===== config.mk =====
export PLATFORM = sky130hd
export DESIGN_NAME = lsu_mem_master_flat
export DESIGN_NICKNAME = d
export VERILOG_FILES = /design/src/rtl/lsu_mem_master_if.sv /design/src/rtl/lsu_mem_master.sv /design/src/flat_wrapper.sv
export SDC_FILE = /design/constraint.sdc
export NUM_CORES = 1
export LEC_CHECK = 0
export CAP_MARGIN = 20
export CORE_ASPECT_RATIO = 1.75
export CORE_UTILIZATION = 40
export CTS_BUF_LIST = sky130_fd_sc_hd__clkbuf_16
export CTS_CLUSTER_SIZE = 20
export DETAILED_ROUTE_END_ITERATION = 8
export PLACE_DENSITY = 0.7
export SKIP_CTS_REPAIR_TIMING = 1
export SLEW_MARGIN = 20
export SYNTH_ARGS = -nofsm -noshare
export SYNTH_HDL_FRONTEND = slang
export SYNTH_SLANG_ARGS = --single-unit
export TNS_END_PERCENT = 30

===== constraint.sdc =====
create_clock -name clk -period 4.7 [get_ports clk]
set_input_delay 0.47 -clock clk [delete_from_list [all_inputs] [get_ports clk]]
set_output_delay 0.47 -clock clk [all_outputs]
set_load 0.05 [all_outputs]

===== src/rtl/lsu_mem_master_if.sv =====
// Request, response and pmem-style memory signals of the MEM-stage load/store initiator.
// The master modport is the initiator's view; slave is the pipeline/memory side.
interface lsu_mem_master_if;
    logic        req_valid;
    logic        req_ready;
    logic        req_we;
    logic [63:0] req_addr;
    logic [63:0] req_wdata;
    logic [1:0]  req_size;
    logic        req_unsigned;

    logic        resp_valid;
    logic        resp_ready;
    logic [63:0] resp_rdata;
    logic        resp_misalign;

    logic        mem_ce;
    logic        mem_we;
    logic [63:0] mem_addr;
    logic [63:0] mem_wdata;
    logic [7:0]  mem_wmask;
    logic [63:0] mem_rdata;

    modport master (
        input  req_valid, req_we, req_addr, req_wdata, req_size, req_unsigned,
        output req_ready,
        output resp_valid, resp_rdata, resp_misalign,
        input  resp_ready,
        output mem_ce, mem_we, mem_addr, mem_wdata, mem_wmask,
        input  mem_rdata
    );

    modport slave (
        output req_valid, req_we, req_addr, req_wdata, req_size, req_unsigned,
        input  req_ready,
        input  resp_valid, resp_rdata, resp_misalign,
        output resp_ready,
        input  mem_ce, mem_we, mem_addr, mem_wdata, mem_wmask,
        output mem_rdata
    );
endinterface


===== src/rtl/lsu_mem_master.sv =====
// MEM-stage load/store initiator: one request -> one aligned 8-byte memory access -> one response.
// Define LSU_PERF_EN to add the perf_loads / perf_stores / perf_misalign counters.
module lsu_mem_master #(
    parameter int MEM_LAT = 1,
    parameter int XLEN    = 64
) (
    input  logic                clk,
    input  logic                rst,
    lsu_mem_master_if.master    bus
`ifdef LSU_PERF_EN
    ,
    output logic [31:0]         perf_loads,
    output logic [31:0]         perf_stores,
    output logic [31:0]         perf_misalign
`endif
);

    typedef enum logic [1:0] {IDLE, LOAD, STORE, RESP} state_t;

    state_t            state_q, state_d;
    logic [3:0]        cnt_q, cnt_d;
    logic [2:0]        off_q, off_d;
    logic [1:0]        size_q, size_d;
    logic              uns_q, uns_d;
    logic              mem_ce_q, mem_ce_d;
    logic              mem_we_q, mem_we_d;
    logic [XLEN-1:0]   mem_addr_q, mem_addr_d;
    logic [XLEN-1:0]   mem_wdata_q, mem_wdata_d;
    logic [7:0]        mem_wmask_q, mem_wmask_d;
    logic              resp_valid_q, resp_valid_d;
    logic [XLEN-1:0]   resp_rdata_q, resp_rdata_d;
    logic              resp_misalign_q, resp_misalign_d;
    logic              req_mis;
`ifdef LSU_PERF_EN
    logic [31:0]       perf_loads_q, perf_loads_d;
    logic [31:0]       perf_stores_q, perf_stores_d;
    logic [31:0]       perf_misalign_q, perf_misalign_d;
`endif

    function automatic logic [XLEN-1:0] load_extend(input logic [XLEN-1:0] raw,
                                                    input logic [2:0] off,
                                                    input logic [1:0] size,
                                                    input logic uns);
        logic [XLEN-1:0] sh;
        sh = raw >> {off, 3'b000};
        case (size)
            2'd0:    load_extend = uns ? {56'd0, sh[7:0]}  : {{56{sh[7]}},  sh[7:0]};
            2'd1:    load_extend = uns ? {48'd0, sh[15:0]} : {{48{sh[15]}}, sh[15:0]};
            2'd2:    load_extend = uns ? {32'd0, sh[31:0]} : {{32{sh[31]}}, sh[31:0]};
            default: load_extend = sh;
        endcase
    endfunction

    function automatic logic [7:0] base_mask(input logic [1:0] size);
        case (size)
            2'd0:    base_mask = 8'h01;
            2'd1:    base_mask = 8'h03;
            2'd2:    base_mask = 8'h0F;
            default: base_mask = 8'hFF;
        endcase
    endfunction

    always_comb begin
        case (bus.req_size)
            2'd1:    req_mis = bus.req_addr[0];
            2'd2:    req_mis = |bus.req_addr[1:0];
            2'd3:    req_mis = |bus.req_addr[2:0];
            default: req_mis = 1'b0;
        endcase
    end

    always_comb begin
        state_d         = state_q;
        cnt_d           = cnt_q;
        off_d           = off_q;
        size_d          = size_q;
        uns_d           = uns_q;
        mem_ce_d        = mem_ce_q;
        mem_we_d        = mem_we_q;
        mem_addr_d      = mem_addr_q;
        mem_wdata_d     = mem_wdata_q;
        mem_wmask_d     = mem_wmask_q;
        resp_valid_d    = resp_valid_q;
        resp_rdata_d    = resp_rdata_q;
        resp_misalign_d = resp_misalign_q;
`ifdef LSU_PERF_EN
        perf_loads_d    = perf_loads_q;
        perf_stores_d   = perf_stores_q;
        perf_misalign_d = perf_misalign_q;
`endif
        case (state_q)
            IDLE: begin
                if (bus.req_valid) begin
                    off_d  = bus.req_addr[2:0];
                    size_d = bus.req_size;
                    uns_d  = bus.req_unsigned;
                    // A misaligned request skips memory entirely and leaves mem_* untouched.
                    if (req_mis) begin
                        state_d         = RESP;
                        resp_valid_d    = 1'b1;
                        resp_rdata_d    = '0;
                        resp_misalign_d = 1'b1;
`ifdef LSU_PERF_EN
                        perf_misalign_d = perf_misalign_q + 32'd1;
`endif
                    end else if (bus.req_we) begin
                        state_d     = STORE;
                        mem_ce_d    = 1'b1;
                        mem_we_d    = 1'b1;
                        mem_addr_d  = {bus.req_addr[XLEN-1:3], 3'b000};
                        mem_wmask_d = base_mask(bus.req_size) << bus.req_addr[2:0];
                        mem_wdata_d = bus.req_wdata << {bus.req_addr[2:0], 3'b000};
`ifdef LSU_PERF_EN
                        perf_stores_d = perf_stores_q + 32'd1;
`endif
                    end else begin
                        state_d     = LOAD;
                        mem_ce_d    = 1'b1;
                        mem_we_d    = 1'b0;
                        mem_wmask_d = 8'h00;
                        mem_addr_d  = {bus.req_addr[XLEN-1:3], 3'b000};
                        cnt_d       = 4'(MEM_LAT - 1);
`ifdef LSU_PERF_EN
                        perf_loads_d = perf_loads_q + 32'd1;
`endif
                    end
                end
            end
            LOAD: begin
                if (cnt_q == 4'd0) begin
                    state_d         = RESP;
                    mem_ce_d        = 1'b0;
                    resp_valid_d    = 1'b1;
                    resp_rdata_d    = load_extend(bus.mem_rdata, off_q, size_q, uns_q);
                    resp_misalign_d = 1'b0;
                end else begin
                    cnt_d = cnt_q - 4'd1;
                end
            end
            STORE: begin
                state_d         = RESP;
                mem_ce_d        = 1'b0;
                mem_we_d        = 1'b0;
                resp_valid_d    = 1'b1;
                resp_rdata_d    = '0;
                resp_misalign_d = 1'b0;
            end
            default: begin
                if (bus.resp_ready) begin
                    state_d      = IDLE;
                    resp_valid_d = 1'b0;
                end
            end
        endcase
    end

    always_ff @(posedge clk) begin
        if (rst) begin
            state_q         <= IDLE;
            cnt_q           <= '0;
            off_q           <= '0;
            size_q          <= '0;
            uns_q           <= 1'b0;
            mem_ce_q        <= 1'b0;
            mem_we_q        <= 1'b0;
            mem_addr_q      <= '0;
            mem_wdata_q     <= '0;
            mem_wmask_q     <= '0;
            resp_valid_q    <= 1'b0;
            resp_rdata_q    <= '0;
            resp_misalign_q <= 1'b0;
`ifdef LSU_PERF_EN
            perf_loads_q    <= '0;
            perf_stores_q   <= '0;
            perf_misalign_q <= '0;
`endif
        end else begin
            state_q         <= state_d;
            cnt_q           <= cnt_d;
            off_q           <= off_d;
            size_q          <= size_d;
            uns_q           <= uns_d;
            mem_ce_q        <= mem_ce_d;
            mem_we_q        <= mem_we_d;
            mem_addr_q      <= mem_addr_d;
            mem_wdata_q     <= mem_wdata_d;
            mem_wmask_q     <= mem_wmask_d;
            resp_valid_q    <= resp_valid_d;
            resp_rdata_q    <= resp_rdata_d;
            resp_misalign_q <= resp_misalign_d;
`ifdef LSU_PERF_EN
            perf_loads_q    <= perf_loads_d;
            perf_stores_q   <= perf_stores_d;
            perf_misalign_q <= perf_misalign_d;
`endif
        end
    end

    assign bus.req_ready     = (state_q == IDLE);
    assign bus.mem_ce        = mem_ce_q;
    assign bus.mem_we        = mem_we_q;
    assign bus.mem_addr      = mem_addr_q;
    assign bus.mem_wdata     = mem_wdata_q;
    assign bus.mem_wmask     = mem_wmask_q;
    assign bus.resp_valid    = resp_valid_q;
    assign bus.resp_rdata    = resp_rdata_q;
    assign bus.resp_misalign = resp_misalign_q;
`ifdef LSU_PERF_EN
    assign perf_loads        = perf_loads_q;
    assign perf_stores       = perf_stores_q;
    assign perf_misalign     = perf_misalign_q;
`endif

endmodule

===== src/flat_wrapper.sv =====
// flat-port wrapper written by rule: the top's interface ports become plain ports
module lsu_mem_master_flat 
#(
    parameter int MEM_LAT = 1,
    parameter int XLEN    = 64
)
  (clk, rst, bus_req_valid, bus_req_we, bus_req_addr, bus_req_wdata, bus_req_size, bus_req_unsigned, bus_req_ready, bus_resp_valid, bus_resp_rdata, bus_resp_misalign, bus_resp_ready, bus_mem_ce, bus_mem_we, bus_mem_addr, bus_mem_wdata, bus_mem_wmask, bus_mem_rdata);
  lsu_mem_master_if bus_i ();
  input  logic clk;
  input  logic rst;
  input wire logic [$bits(bus_i.req_valid)-1:0] bus_req_valid;
  input wire logic [$bits(bus_i.req_we)-1:0] bus_req_we;
  input wire logic [$bits(bus_i.req_addr)-1:0] bus_req_addr;
  input wire logic [$bits(bus_i.req_wdata)-1:0] bus_req_wdata;
  input wire logic [$bits(bus_i.req_size)-1:0] bus_req_size;
  input wire logic [$bits(bus_i.req_unsigned)-1:0] bus_req_unsigned;
  output wire logic [$bits(bus_i.req_ready)-1:0] bus_req_ready;
  output wire logic [$bits(bus_i.resp_valid)-1:0] bus_resp_valid;
  output wire logic [$bits(bus_i.resp_rdata)-1:0] bus_resp_rdata;
  output wire logic [$bits(bus_i.resp_misalign)-1:0] bus_resp_misalign;
  input wire logic [$bits(bus_i.resp_ready)-1:0] bus_resp_ready;
  output wire logic [$bits(bus_i.mem_ce)-1:0] bus_mem_ce;
  output wire logic [$bits(bus_i.mem_we)-1:0] bus_mem_we;
  output wire logic [$bits(bus_i.mem_addr)-1:0] bus_mem_addr;
  output wire logic [$bits(bus_i.mem_wdata)-1:0] bus_mem_wdata;
  output wire logic [$bits(bus_i.mem_wmask)-1:0] bus_mem_wmask;
  input wire logic [$bits(bus_i.mem_rdata)-1:0] bus_mem_rdata;
  assign bus_i.req_valid = bus_req_valid;
  assign bus_i.req_we = bus_req_we;
  assign bus_i.req_addr = bus_req_addr;
  assign bus_i.req_wdata = bus_req_wdata;
  assign bus_i.req_size = bus_req_size;
  assign bus_i.req_unsigned = bus_req_unsigned;
  assign bus_req_ready = bus_i.req_ready;
  assign bus_resp_valid = bus_i.resp_valid;
  assign bus_resp_rdata = bus_i.resp_rdata;
  assign bus_resp_misalign = bus_i.resp_misalign;
  assign bus_i.resp_ready = bus_resp_ready;
  assign bus_mem_ce = bus_i.mem_ce;
  assign bus_mem_we = bus_i.mem_we;
  assign bus_mem_addr = bus_i.mem_addr;
  assign bus_mem_wdata = bus_i.mem_wdata;
  assign bus_mem_wmask = bus_i.mem_wmask;
  assign bus_i.mem_rdata = bus_mem_rdata;
  lsu_mem_master #(.MEM_LAT(MEM_LAT), .XLEN(XLEN)) u_core (.clk(clk), .rst(rst), .bus(bus_i));
endmodule

# == Yosys cells after proc, flatten, opt, wreduce, memory -nomap -nowiden ==
# Index checks and enable logic that the tools add are counted.
# word_totals
regBits,213
latch_bits,0
mem_bits_rw,0
rom_bits,0
input_bits,200
output_inout_bits,205
wordCells,90
mem_count,0
# op_classes
addsub,1
n_mul,0
n_div,0
order_cmp,0
eq_ne,13
shift,3
n_mux,40
bitwise,1
n_reduce_logical,19
# op_table
cell,count
64-bit 2-to-1 mux,6
64-bit case mux with 3 select lines,2
64-bit by 6-bit << shifter with 64-bit output,1
64-bit by 6-bit >> shifter with 64-bit output,1
8-bit 2-to-1 mux,5
8-bit case mux with 3 select lines,1
4-bit 2-to-1 mux,4
4-bit AND reduction,4
1-bit case mux with 3 select lines,4
1-bit 2-to-1 mux,10
2-bit 2-to-1 mux,5
3-bit AND reduction,3
"2-bit equality test, second input constant",4
"2-bit != test, second input constant",4
4-bit case mux with 2 select lines,1
8-bit by 3-bit << shifter with 8-bit output,1
"2-bit by 1-bit equality test with 1-bit output, second input constant",3
2-bit logical NOT,3
2-bit case mux with 3 select lines,1
5-bit AND reduction,1
4-bit logical NOT,1
"2-bit by 1-bit != test with 1-bit output, second input constant",2
2-bit nonzero test,2
4-bit nonzero test,1
7 further kinds,7

# == Depth between registers and ports, before layout ==
# logic_depth
word_depth,8
depth_mapped,10
mapped_depth_nobuf,7

# == Worst setup path before layout ==
# Ideal clock, no wire load.
# synth_timing
path_kind,register -> register
start,reg u_core.state_q[0]
end,reg u_core.resp_rdata_q[27] (netlist: u_core.bus.resp_rdata[27])
setup_time_ns,0.122
arrival_time_ns,2.354
t_required_ns,4.578
slack_ns,2.225
path_stages_with_launch,10
n_path_buf,2
period_less_slack_ns,2.475
path_cell_list,dfxtp_1 > inv_1 > ha_1 > buf_2 > nor2b_1 > a21oi_1 > nand3_1 > clkbuf_1 > nor3_1 > a221o_1
# synth_via
elab_chain_cells,3
word_cells_on_any_way,9
classes_between,5 x eq/ne; 1 x mux; 3 x reduce/logical
# synth_lines
item,line,source
"start, declared",lsu_mem_master.sv:20,"state_t state_q, state_d;"
"start signal, assigned",lsu_mem_master.sv:178,state_q <= state_d;
2-bit logical NOT (*),-,
named net bus_req_ready,flat_wrapper.sv:17,output wire logic [$bits(bus_i.req_ready)-1:0] bus_req_ready;
"2-bit by 1-bit != test with 1-bit output (no source line), or another cell as far along",-,
4-bit AND reduction (no source line),-,
"end signal, assigned",lsu_mem_master.sv:189,resp_rdata_q <= resp_rdata_d;
"end, declared",lsu_mem_master.sv:31,"logic [XLEN-1:0] resp_rdata_q, resp_rdata_d;"
# Mark *: on every way through the listed nets, which the timed path passes. The rest lies on a longest branch.
# A chain may end at the register's enable or synchronous reset.

# == Worst setup path after layout ==
# layout_timing
start,reg u_core.state_q[0]
end,reg u_core.mem_wdata_q[61] (netlist: u_core.bus.mem_wdata[61])
# layout_via
elab_chain_cells,2
# layout_lines
item,line,source
2-bit logical NOT,lsu_mem_master.sv:91,case (state_q)
4-bit AND reduction (no source line),-,
"end signal, assigned",lsu_mem_master.sv:186,mem_wdata_q <= mem_wdata_d;
"end, declared",lsu_mem_master.sv:28,"logic [XLEN-1:0] mem_wdata_q, mem_wdata_d;"
# No other way between the ends.

==> results.cfg <==
[min_path]
hold_end = u_core.off_q[0]
hold_start = bus_req_addr[0]
whs_path_depth = 3
hold_class = input port to flop

[die]
start_util_pct = 40.5
fp.dieW_um = 129
core_area_mm2 = 0.0279
die_h_um = 224
dieArea_mm2 = 0.0289
ios = 405
fp-row-count = 81

[clocking]
clk_pin_slew_ns = 0.06
cts_max_level = 1
cts_made_buffers = 22
cts.sinks = 213
cts_max_path_buffers = 3
insertion_delay_ns = 0.52
cts_tree = yes
cts-root-buf = clkbuf_16

[grt]
use_met1_pct = 30.2
grt_pass1_wl_um = 65300
top_usage_layer = met2
grt-ovfl-total = 0
grt_max_degree = 96
met2_usage_pct = 53.9
first_global_vias = 11100
antenna_found_initial = 6
grt.met3_usage_pct = 7.54
grt_usage_pct = 29.9

[layout]
fillers = 2459
final_nets = 1810
synthToLayoutAreaGrowth_pct = 42.6
register_area_mm2 = 0.00427
fin_util_pct = 57.8
multiInputGateArea_mm2 = 0.00641
drive_gt1_share_pct = 8.41

[place]
gp_congestion = 0.997
post-dp-hpwl_um = 32700
io_buffers = 401

[power_and_ir_drop]
ir_worst_vdd_v = 0.000253
power_uw = 6740
p_leak_uw = 0.00562
powerDensity_mw_per_mm2 = 419

[timing]
clock.fmax_mhz = 298
post-route-period-util_pct = 71.4
tns_ns = 0
setup_viol = 0
skew_ns = 0.0132
hold_violations = 0
slew_headroom_pct = 27.9
drv_slew = 0
max_slew.worst_pin.slew_ns = 1.07
rsz0062_at_grt = false
period_needed_ns = 3.36

[run_status]
status = completed

[synthesis]
synthArstFlopShare_pct = 0
synth-simple-area-share_pct = 15.7
ys_ff_latch = 213
synth_top_family_by_area = compound AO/OA/AOI/OAI gates
synth_mux_area_share_pct = 19.5
synth_area_leaders = dfxtp_1, mux4_2, mux2i_1
ys_types = 60
syn_area_mm2 = 0.0113
synth_top_cell_area_share_pct = 37.7
synthFlopType = dfxtp_1
synth_edf_count = 0
yosysMostFrequentCell = dfxtp_1
ys_seq_area_share_pct = 37.7
synth_adder_area_share_pct = 0.665
synth_top_cell_by_area = dfxtp_1
ys_warn_count = 0
synth_xor_area_share_pct = 0
syn_avg_cell_area_um2 = 8.80
syn_inst = 1284
synth_compound_area_share_pct = 20.6
ys_top_cells_by_count = dfxtp_1, nand2_1, a21oi_1, nor2_1, mux2i_1

[routing]
vias = 11400
route.detailed.drc = 0
first_iter_violations = 851
wl_per_cell_um = 22.0
detail-route-antenna-nets = 0
routed_via_density = 5.70
drt_wl_total_um = 43900
firstDrtPassIters = 5

[run]
maxCapViolCount = 0

[worst_setup_path]
r2r-end = u_core.bus.mem_wdata[61]
slowest_stage = o211a_2
r2r_cells = 7
cp_max_fo = 37
start_kind = flop
regToRegSetupSlack_ns = 1.34
slowest_delay_ns = 0.82
cp-end-kind = flop
arrival_ns = 3.78
crit_family = compound AO/OA/AOI/OAI gates
crit_type = flop to flop
worstPathRequired_ns = 5.12
timing.critical_path.buf_inv = 2
path_cells = inv_1 -> ha_1 -> o211a_2 -> and2_2 -> buf_4 -> nor2_1 -> a211oi_1
r2r_start = u_core.state_q[0]
-- per-stage QoR --
step / hold WS (ns) / setup WS [ns] / cell area, um2 / std cells
5_1_grt: 0.272 / 1.01 / 16100 / 1997
6_report: 0.265 / 1.34 / 16100 / 1997
3_3_place_gp: 0.438 / 0.937 / 15400 / 1953
2_1_floorplan: 0.459 / 2.22 / 11300 / 1286
3_5_place_dp: 0.446 / 0.831 / 15400 / 1953
4_1_cts: 0.236 / 1.22 / 16100 / 1991
-- worst max path at each step --
stage | slack, ns | from | cells after the start | endpoint
2_1_floorplan | 2.22 | u_core.state_q[0] | 9 | u_core.bus.resp_rdata[27]
4_1_cts | 1.22 | u_core.state_q[0] | 6 | u_core.bus.mem_wdata[13]
3_3_place_gp | 0.94 | bus_req_size[0] | 6 | u_core.bus.mem_wdata[31]
6_report | 1.34 | u_core.state_q[0] | 7 | u_core.bus.mem_wdata[61]
3_5_place_dp | 0.83 | bus_req_size[0] | 6 | u_core.bus.mem_wdata[13]
5_1_grt | 1.01 | u_core.state_q[0] | 7 | u_core.bus.mem_wdata[63]
-- worst min-delay path, delay by kind of cell --
kind	cells	cell delay, ns
AOI/OAI and AO/OA	1	0.06
and+or+nand+nor	1	0.08
buffers and inverters	1	0.13
-- cells by family (layout without fill, tap and decap cells) --
group | count (synthesis) | count (layout)
buffers and inverters | 145 | 477
multiplexers | 160 | 160
other | 1 | 9
AO/OA/AOI/OAI | 348 | 348
AND/OR/NAND/NOR | 411 | 411
adder cells (fa/ha/maj) | 6 | 6
flip-flops | 213 | 213
-- area by class of cell --
| type | count | share of cell area (%) |
|---|---|---|
| diodes | 6 | 0.0932 |
| clock buffers | 23 | 3.57 |
| clock inverters | 15 | 0.932 |
| inverters | 20 | 0.466 |
| multi-input cells | 928 | 39.8 |
| flip-flops and latches | 213 | 26.5 |
| well taps | 373 | 2.90 |
| repair buffers | 419 | 25.7 |
-- state kept, by name (all words and copies together), names as in the netlist, 2 cells and up --
name,cells
u_core.size_q,2
u_core.cnt_q,4
u_core.bus.mem_addr,61
u_core.bus.resp_rdata,64
u_core.state_q,2
u_core.bus.mem_wdata,64
u_core.off_q,3
u_core.bus.mem_wmask,8
-- where the power goes --
part	switching, uW	internal [uW]	total [uW]
clock network	775	1050	1820
logic	1690	1000	2700
registers	205	2020	2220
-- metal layers --
metal  vias up  share of wire (%)
met5         -                  0
met4         0                6.3
met3       101                8.5
met2       563                 51
met1      5426                 34
li1       5296                  -
-- placed cells by master, fill, tap and decap left out, types with 3 or more instances in the layout --
cell type / count
o21ai_0: 49
a311oi_1: 9
dfxtp_1: 210
mux2i_1: 96
o211ai_1: 5
a211oi_1: 24
nand4_1: 3
a22o_1: 32
or3_1: 9
a22oi_1: 10
ha_1: 6
a2bb2oi_1: 9
clkdlybuf4s50_1: 398
nand2b_1: 6
clkinv_1: 7
a211o_1: 9
conb_1: 3
buf_4: 20
nor3_1: 32
clkbuf_16: 23
a21oi_1: 135
a21o_1: 11
or2_2: 4
o2bb2ai_1: 7
o32ai_1: 9
diode_2: 6
nor2b_1: 8
bufinv_16: 3
nand2_1: 202
inv_1: 21
nand3_1: 26
a221oi_1: 9
mux2_2: 18
mux4_2: 46
clkinvlp_4: 4
nor2_1: 98
a221o_1: 15
and2_1: 8
(Power assumes the default switching activity.)
